<file path="src/rtl/aes_uart_pkg.sv">
// Shared types and constants for the AES cypher UART transmitter.
// Optional CR/LF trailer is enabled by defining AES_CYPHER_TX_CRLF_EN.
package aes_uart_pkg;

  typedef enum logic [1:0] {
    IDLE,
    START,
    DATA,
    STOP
  } uart_state_e;

  localparam int unsigned AES_BLOCK_BYTES = 16;
  localparam int unsigned UART_DATA_BITS  = 8;
  localparam logic        UART_START_BIT  = 1'b0;
  localparam logic        UART_STOP_BIT   = 1'b1;
  localparam logic [7:0]  ASCII_CR        = 8'h0D;
  localparam logic [7:0]  ASCII_LF        = 8'h0A;

endpackage

</file>
<file path="src/rtl/aes_cypher_uart_tx_byte.sv">
// 8N1 byte framer with bit-time counter; chains frames without gaps.
// Defines module uart_tx_byte.
module uart_tx_byte
  import aes_uart_pkg::*;
#(
  parameter int unsigned CLKS_PER_BIT = 434
) (
  input  logic       clk,
  input  logic       reset,
  input  logic       start_i,
  input  logic       more_i,
  input  logic [7:0] data_i,
  output logic       adv_o,
  output logic       idle_o,
  output logic       done_o,
  output logic       tx_o
);

  localparam int unsigned CW = $clog2(CLKS_PER_BIT);
  localparam logic [CW-1:0] CNT_MAX = CW'(CLKS_PER_BIT - 1);
  localparam logic [2:0] BIT_LAST = 3'(UART_DATA_BITS - 1);

  uart_state_e   state_q, state_d;
  logic [CW-1:0] cnt_q, cnt_d;
  logic [2:0]    bit_q, bit_d;
  logic [7:0]    sh_q, sh_d;
  logic          tx_q, tx_d;
  logic          done_q, done_d;
  logic          bit_end;

  // Next-state logic: one bit time per state step, LSB-first data.
  always_comb begin
    state_d = state_q;
    bit_d   = bit_q;
    sh_d    = sh_q;
    tx_d    = tx_q;
    done_d  = 1'b0;
    adv_o   = 1'b0;
    bit_end = (cnt_q == CNT_MAX);
    cnt_d   = bit_end ? '0 : cnt_q + 1'b1;
    unique case (state_q)
      IDLE: begin
        cnt_d = '0;
        if (start_i) begin
          state_d = START;
          sh_d    = data_i;
          tx_d    = UART_START_BIT;
        end
      end
      START: begin
        if (bit_end) begin
          state_d = DATA;
          bit_d   = '0;
          tx_d    = sh_q[0];
        end
      end
      DATA: begin
        if (bit_end) begin
          if (bit_q == BIT_LAST) begin
            state_d = STOP;
            tx_d    = UART_STOP_BIT;
          end else begin
            bit_d = bit_q + 1'b1;
            sh_d  = sh_q >> 1;
            tx_d  = sh_q[1];
          end
        end
      end
      STOP: begin
        if (bit_end) begin
          if (more_i) begin
            state_d = START;
            sh_d    = data_i;
            tx_d    = UART_START_BIT;
            adv_o   = 1'b1;
          end else begin
            state_d = IDLE;
            done_d  = 1'b1;
          end
        end
      end
      default: state_d = IDLE;
    endcase
  end

  // State and datapath registers; reset parks the line idle-high.
  always_ff @(posedge clk or negedge reset) begin
    if (!reset) begin
      state_q <= IDLE;
      cnt_q   <= '0;
      bit_q   <= '0;
      sh_q    <= '0;
      tx_q    <= UART_STOP_BIT;
      done_q  <= 1'b0;
    end else begin
      state_q <= state_d;
      cnt_q   <= cnt_d;
      bit_q   <= bit_d;
      sh_q    <= sh_d;
      tx_q    <= tx_d;
      done_q  <= done_d;
    end
  end

  assign idle_o = (state_q == IDLE);
  assign done_o = done_q;
  assign tx_o   = tx_q;

endmodule

</file>
<file path="src/rtl/aes_cypher_uart_tx.sv">
// Serializes 128-bit AES cypher blocks over an 8N1 UART, byte 0 first.
// AES_CYPHER_TX_CRLF_EN appends a CR/LF frame pair after each block.
module aes_cypher_uart_tx
  import aes_uart_pkg::*;
#(
  parameter int unsigned CLKS_PER_BIT = 434
) (
  input  logic         clk,
  input  logic         reset,
  input  logic         cypher_valid,
  input  logic [127:0] cypher,
  output logic         cypher_ready,
  output logic         busy,
  output logic         done,
  output logic         tx
);

  if (CLKS_PER_BIT < 2 || CLKS_PER_BIT > 65535) begin : g_bad_cpb
    $error("CLKS_PER_BIT must be in 2..65535");
  end

`ifdef AES_CYPHER_TX_CRLF_EN
  localparam int unsigned TOTAL = AES_BLOCK_BYTES + 2;
`else
  localparam int unsigned TOTAL = AES_BLOCK_BYTES;
`endif
  localparam int unsigned BW = $clog2(TOTAL + 1);
  localparam logic [BW-1:0] LAST = BW'(TOTAL);

  logic [127:0]  sh_q, sh_d;
  logic [BW-1:0] cnt_q, cnt_d;
  logic [7:0]    byte_w;
  logic          idle, accept, more, adv;

  assign accept = cypher_valid & idle;
  assign more   = (cnt_q != LAST);

  // Pick the next byte: straight from the input on accept, else the shifter.
  always_comb begin
    byte_w = sh_q[127:120];
    if (accept) begin
      byte_w = cypher[127:120];
    end
`ifdef AES_CYPHER_TX_CRLF_EN
    else if (cnt_q == BW'(AES_BLOCK_BYTES)) begin
      byte_w = ASCII_CR;
    end else if (cnt_q == BW'(AES_BLOCK_BYTES + 1)) begin
      byte_w = ASCII_LF;
    end
`endif
  end

  // Byte shifter and sent-byte counter; the counter stops at the last byte.
  always_comb begin
    sh_d  = sh_q;
    cnt_d = cnt_q;
    if (accept) begin
      sh_d  = {cypher[119:0], 8'h00};
      cnt_d = BW'(1);
    end else if (adv) begin
      sh_d  = {sh_q[119:0], 8'h00};
      cnt_d = cnt_q + 1'b1;
    end
  end

  // Block registers.
  always_ff @(posedge clk or negedge reset) begin
    if (!reset) begin
      sh_q  <= '0;
      cnt_q <= '0;
    end else begin
      sh_q  <= sh_d;
      cnt_q <= cnt_d;
    end
  end

  uart_tx_byte #(
    .CLKS_PER_BIT(CLKS_PER_BIT)
  ) u_byte (
    .clk    (clk),
    .reset  (reset),
    .start_i(accept),
    .more_i (more),
    .data_i (byte_w),
    .adv_o  (adv),
    .idle_o (idle),
    .done_o (done),
    .tx_o   (tx)
  );

  assign cypher_ready = idle;
  assign busy         = ~idle;

endmodule

</file>
<file path="config.mk">
export PLATFORM = sky130hd
export DESIGN_NAME = aes_cypher_uart_tx
export DESIGN_NICKNAME = d
export VERILOG_FILES = /design/src/rtl/aes_uart_pkg.sv /design/src/rtl/aes_cypher_uart_tx_byte.sv /design/src/rtl/aes_cypher_uart_tx.sv
export SDC_FILE = /design/constraint.sdc
export NUM_CORES = 1
export LEC_CHECK = 0
export CELL_PAD_IN_SITES_DETAIL_PLACEMENT = 1
export CELL_PAD_IN_SITES_GLOBAL_PLACEMENT = 1
export CORE_ASPECT_RATIO = 0.6
export CORE_MARGIN = 2
export CORE_UTILIZATION = 42
export DETAILED_ROUTE_END_ITERATION = 10
export GPL_ROUTABILITY_DRIVEN = 0
export GPL_TIMING_DRIVEN = 0
export PLACE_DENSITY_LB_ADDON = 0.3
export SETUP_SLACK_MARGIN = 0.3
export SLEW_MARGIN = 5
export SYNTH_ARGS = -nofsm -noshare
export SYNTH_HDL_FRONTEND = slang
export SYNTH_SLANG_ARGS = --single-unit
</file>
<file path="constraint.sdc">
create_clock -name clk -period 3.4 [get_ports clk]
set_input_delay 1.02 -clock clk [delete_from_list [all_inputs] [get_ports clk]]
set_output_delay 1.02 -clock clk [all_outputs]
set_load 0.03 [all_outputs]
</file>
==> reports/metrics.cfg <==
[synth]
post_synth_num_cell_types=42
ys_warn_count=0
synth_area_per_cell_sq_um=8.54
async_flop_share_pct=100
synth_compound_area_share_pct=14.0
yosys.area_share.adder_pct=2.14
netlist_area_sq_mm=0.00701
synth-edff-count=0
synth_xor_area_share_pct=0.625
synth_top_area_cell=dfrtp_1
ys_ff_latch=149
synth_fp_nets=964
synth_top_area_share_pct=52.8
ys_seq_area_share_pct=53.2
synth_top_family_by_area=simple AND/OR/NAND/NOR gates
synth_flop_cell=dfrtp_1
synth_area_leaders=dfrtp_1, nand2_1, a31oi_1
syn-instance-count=821
synth_mux_area_share_pct=2.61
yosys.area_share.simple_pct=23.1

[finish]
num-nets-final=1118
area_growth_pct=31.9
design_area_sq_mm=0.00924
drive_above_1_share_pct=5.77
n_antenna_cell=0
fin_util_pct=56.8
final_cells=1216

[critical_path]
required_ps=3670
cp-startpoint=cypher_valid
critPathMaxFanout=10
arrival_ps=3170
startpoint_type=primary input
worst-setup-path-type=in -> reg
critPathCaptureType=register
r2r-start=cnt_q[0]

[pwr]
ir_drop_mv=0.345
p_leak_nw=4.12
powerDensity_mw_per_mm2=413
fin_total_pwr_mw=3.82

[detailed_routing]
via_count=6558
drt_wl_total_um=22400
wl_per_cell_um=18.4
ant_nets=0
drtIter0Drc=562
drc=0
vias_per_cell=5.39
first_pass_iters=7

[die]
die-area_sq_mm=0.0178
io_pins=135
num_rows=36
start_util_pct=43.1
die_h_um=104
coreArea_sq_mm=0.0163
die_x_um=171

[clock_tree]
clkLatencyLatePin_ps=430
numCtsBuffers=17
cts_setup_buffers=0
clkSinkCount=149
clock-root-buffer=clkbuf_16
cts_tree=yes
htree_levels=4
ctsLongestPathBuffers=2
clk_pin_slew_ps=70

[sta]
setup_slack_ps=500
worst_pin_slew_ps=986
max_freq_mhz=345
skew_ps=14.1
maxSlewHeadroom_pct=34.3
rsz0062_at_grt=no
slew_viol_final=0
period_minus_slack_ps=2900
final-setup-viol-count=0
finalHoldViolations=0
finalCritPeriodShare_pct=85.3

[hold_path]
hp-class=in -> async

[grt]
grt_max_degree=104
antenna_found_initial=0
grt_util_all_layers_pct=26.2
grt_pass1_wl_um=36400
grt_pass1_vias=6891
overflow=0

[place]
placedCellCount=1184
place_hpwl_um=16100
numPortBuffers=134
placed_area_sq_mm=0.00867
post-place-ws_ps=-331

[status]
outcome=complete, no violations

[flow_run]
maxCapViolCount=0

cell families (layout without fill, tap and decap cells):
group / after synthesis / after routing
AO/OA/AOI/OAI: 160 / 160
XOR/XNOR: 5 / 5
adder cells (fa/ha/maj): 12 / 12
buffers and inverters: 70 / 237
flip-flops: 149 / 149
multiplexers: 17 / 17
AND/OR/NAND/NOR: 408 / 408
synth_stat cells, types with 2 or more instances:
cell      count
ha_1         12
nand2_1     257
o221ai_1      2
clkbuf_1     47
nor4_1        2
mux2i_1       7
mux2_2        9
or3_1         4
a22o_1        3
nor2_1      124
buf_2         3
o21ai_0      17
xnor2_1       4
inv_1        12
a31oi_1     112
dfrtp_1     148
buf_4         8
nor3_1        3
nand3_1       6
nand4_1       3
o21ai_1      10
a21oi_1       8
placed cells by master, fill, tap and decap left out, drive strengths merged, types with 2 or more instances in the layout:
cell type	instances
inv	18
nand3	6
a22o	3
nand2	257
nand4	3
clkinvlp	4
buf	13
a21oi	8
mux2	10
nor2	124
nor3	3
clkdlybuf4s50	131
clkbuf	66
xnor2	4
mux2i	7
clkinv	2
o221ai	2
dfrtp	148
a31oi	112
ha	12
or3	4
o21ai	27
dlymetal6s2s	2
nor4	3
metal layers:
layer	part of all wire (%)	vias to the layer above	track usage (%)
met5	0	-	0
met4	0.82	0	5.31
met3	5.0	14	4.57
met2	43	179	38.0
met1	51	3284	40.8
li1	-	3081	-
final cells by class:
class | instances | area, sq um
sequential | 149 | 3730
inverter | 12 | 45.0
timing repair buffer | 135 | 1380
clock inverter | 13 | 123
buffer | 58 | 254
multi-input combinational | 602 | 2980
clock buffer | 19 | 443
tap | 228 | 285
fill | 1931 | 7020
state kept, by name, indices dropped and copies added, names as in the netlist:
name            flops
cnt_q               5
u_byte.tx_o         1
u_byte.done_o       1
sh_q              120
u_byte.sh_q         8
u_byte.bit_q        3
u_byte.state_q      2
u_byte.cnt_q        9
report_power, final:
group          switching [mW]  leakage (nW)  internal, mW
Sequential                  0          1.45          1.77
Combinational          0.0633          2.41         0.134
Clock                   0.812         0.268          1.04
worst max-delay path, stage by stage:
cell and delay [ps]:
clkdlybuf4s50_1 450, nand2_1 320, clkbuf_2 390, clkbuf_2 360, clkbuf_1 420, a31oi_1 200
timing repair:
action / CTS / global route
setup endpoints to repair: 70 / 72
resized for setup: 1 / 4
hold buffers: 0 / 0
stage by stage:
step / hold WS, ps / TNS [ps]
global route: 504 / 0
CTS: 500 / 0
global placement: 489 / -739040
floorplan: 479 / 0
detailed placement: 494 / -18020
finish: 482 / 0
worst paths after layout:
| kind | to | slack (ps) | depth (start not counted) |
|---|---|---|---|
| hold / removal | sh_q[22] | 480 | 1 |
| hold reg to reg | u_byte.sh_q[7] | 510 | 1 |
| setup / recovery | sh_q[43] | 500 | 6 |
| min in group clk | u_byte.sh_q[7] | 510 | 1 |
| setup reg to reg | u_byte.sh_q[3] | 600 | 6 |
| max in group asynchronous | sh_q[122] | 2070 | 2 |
(Power assumes the default switching activity.)
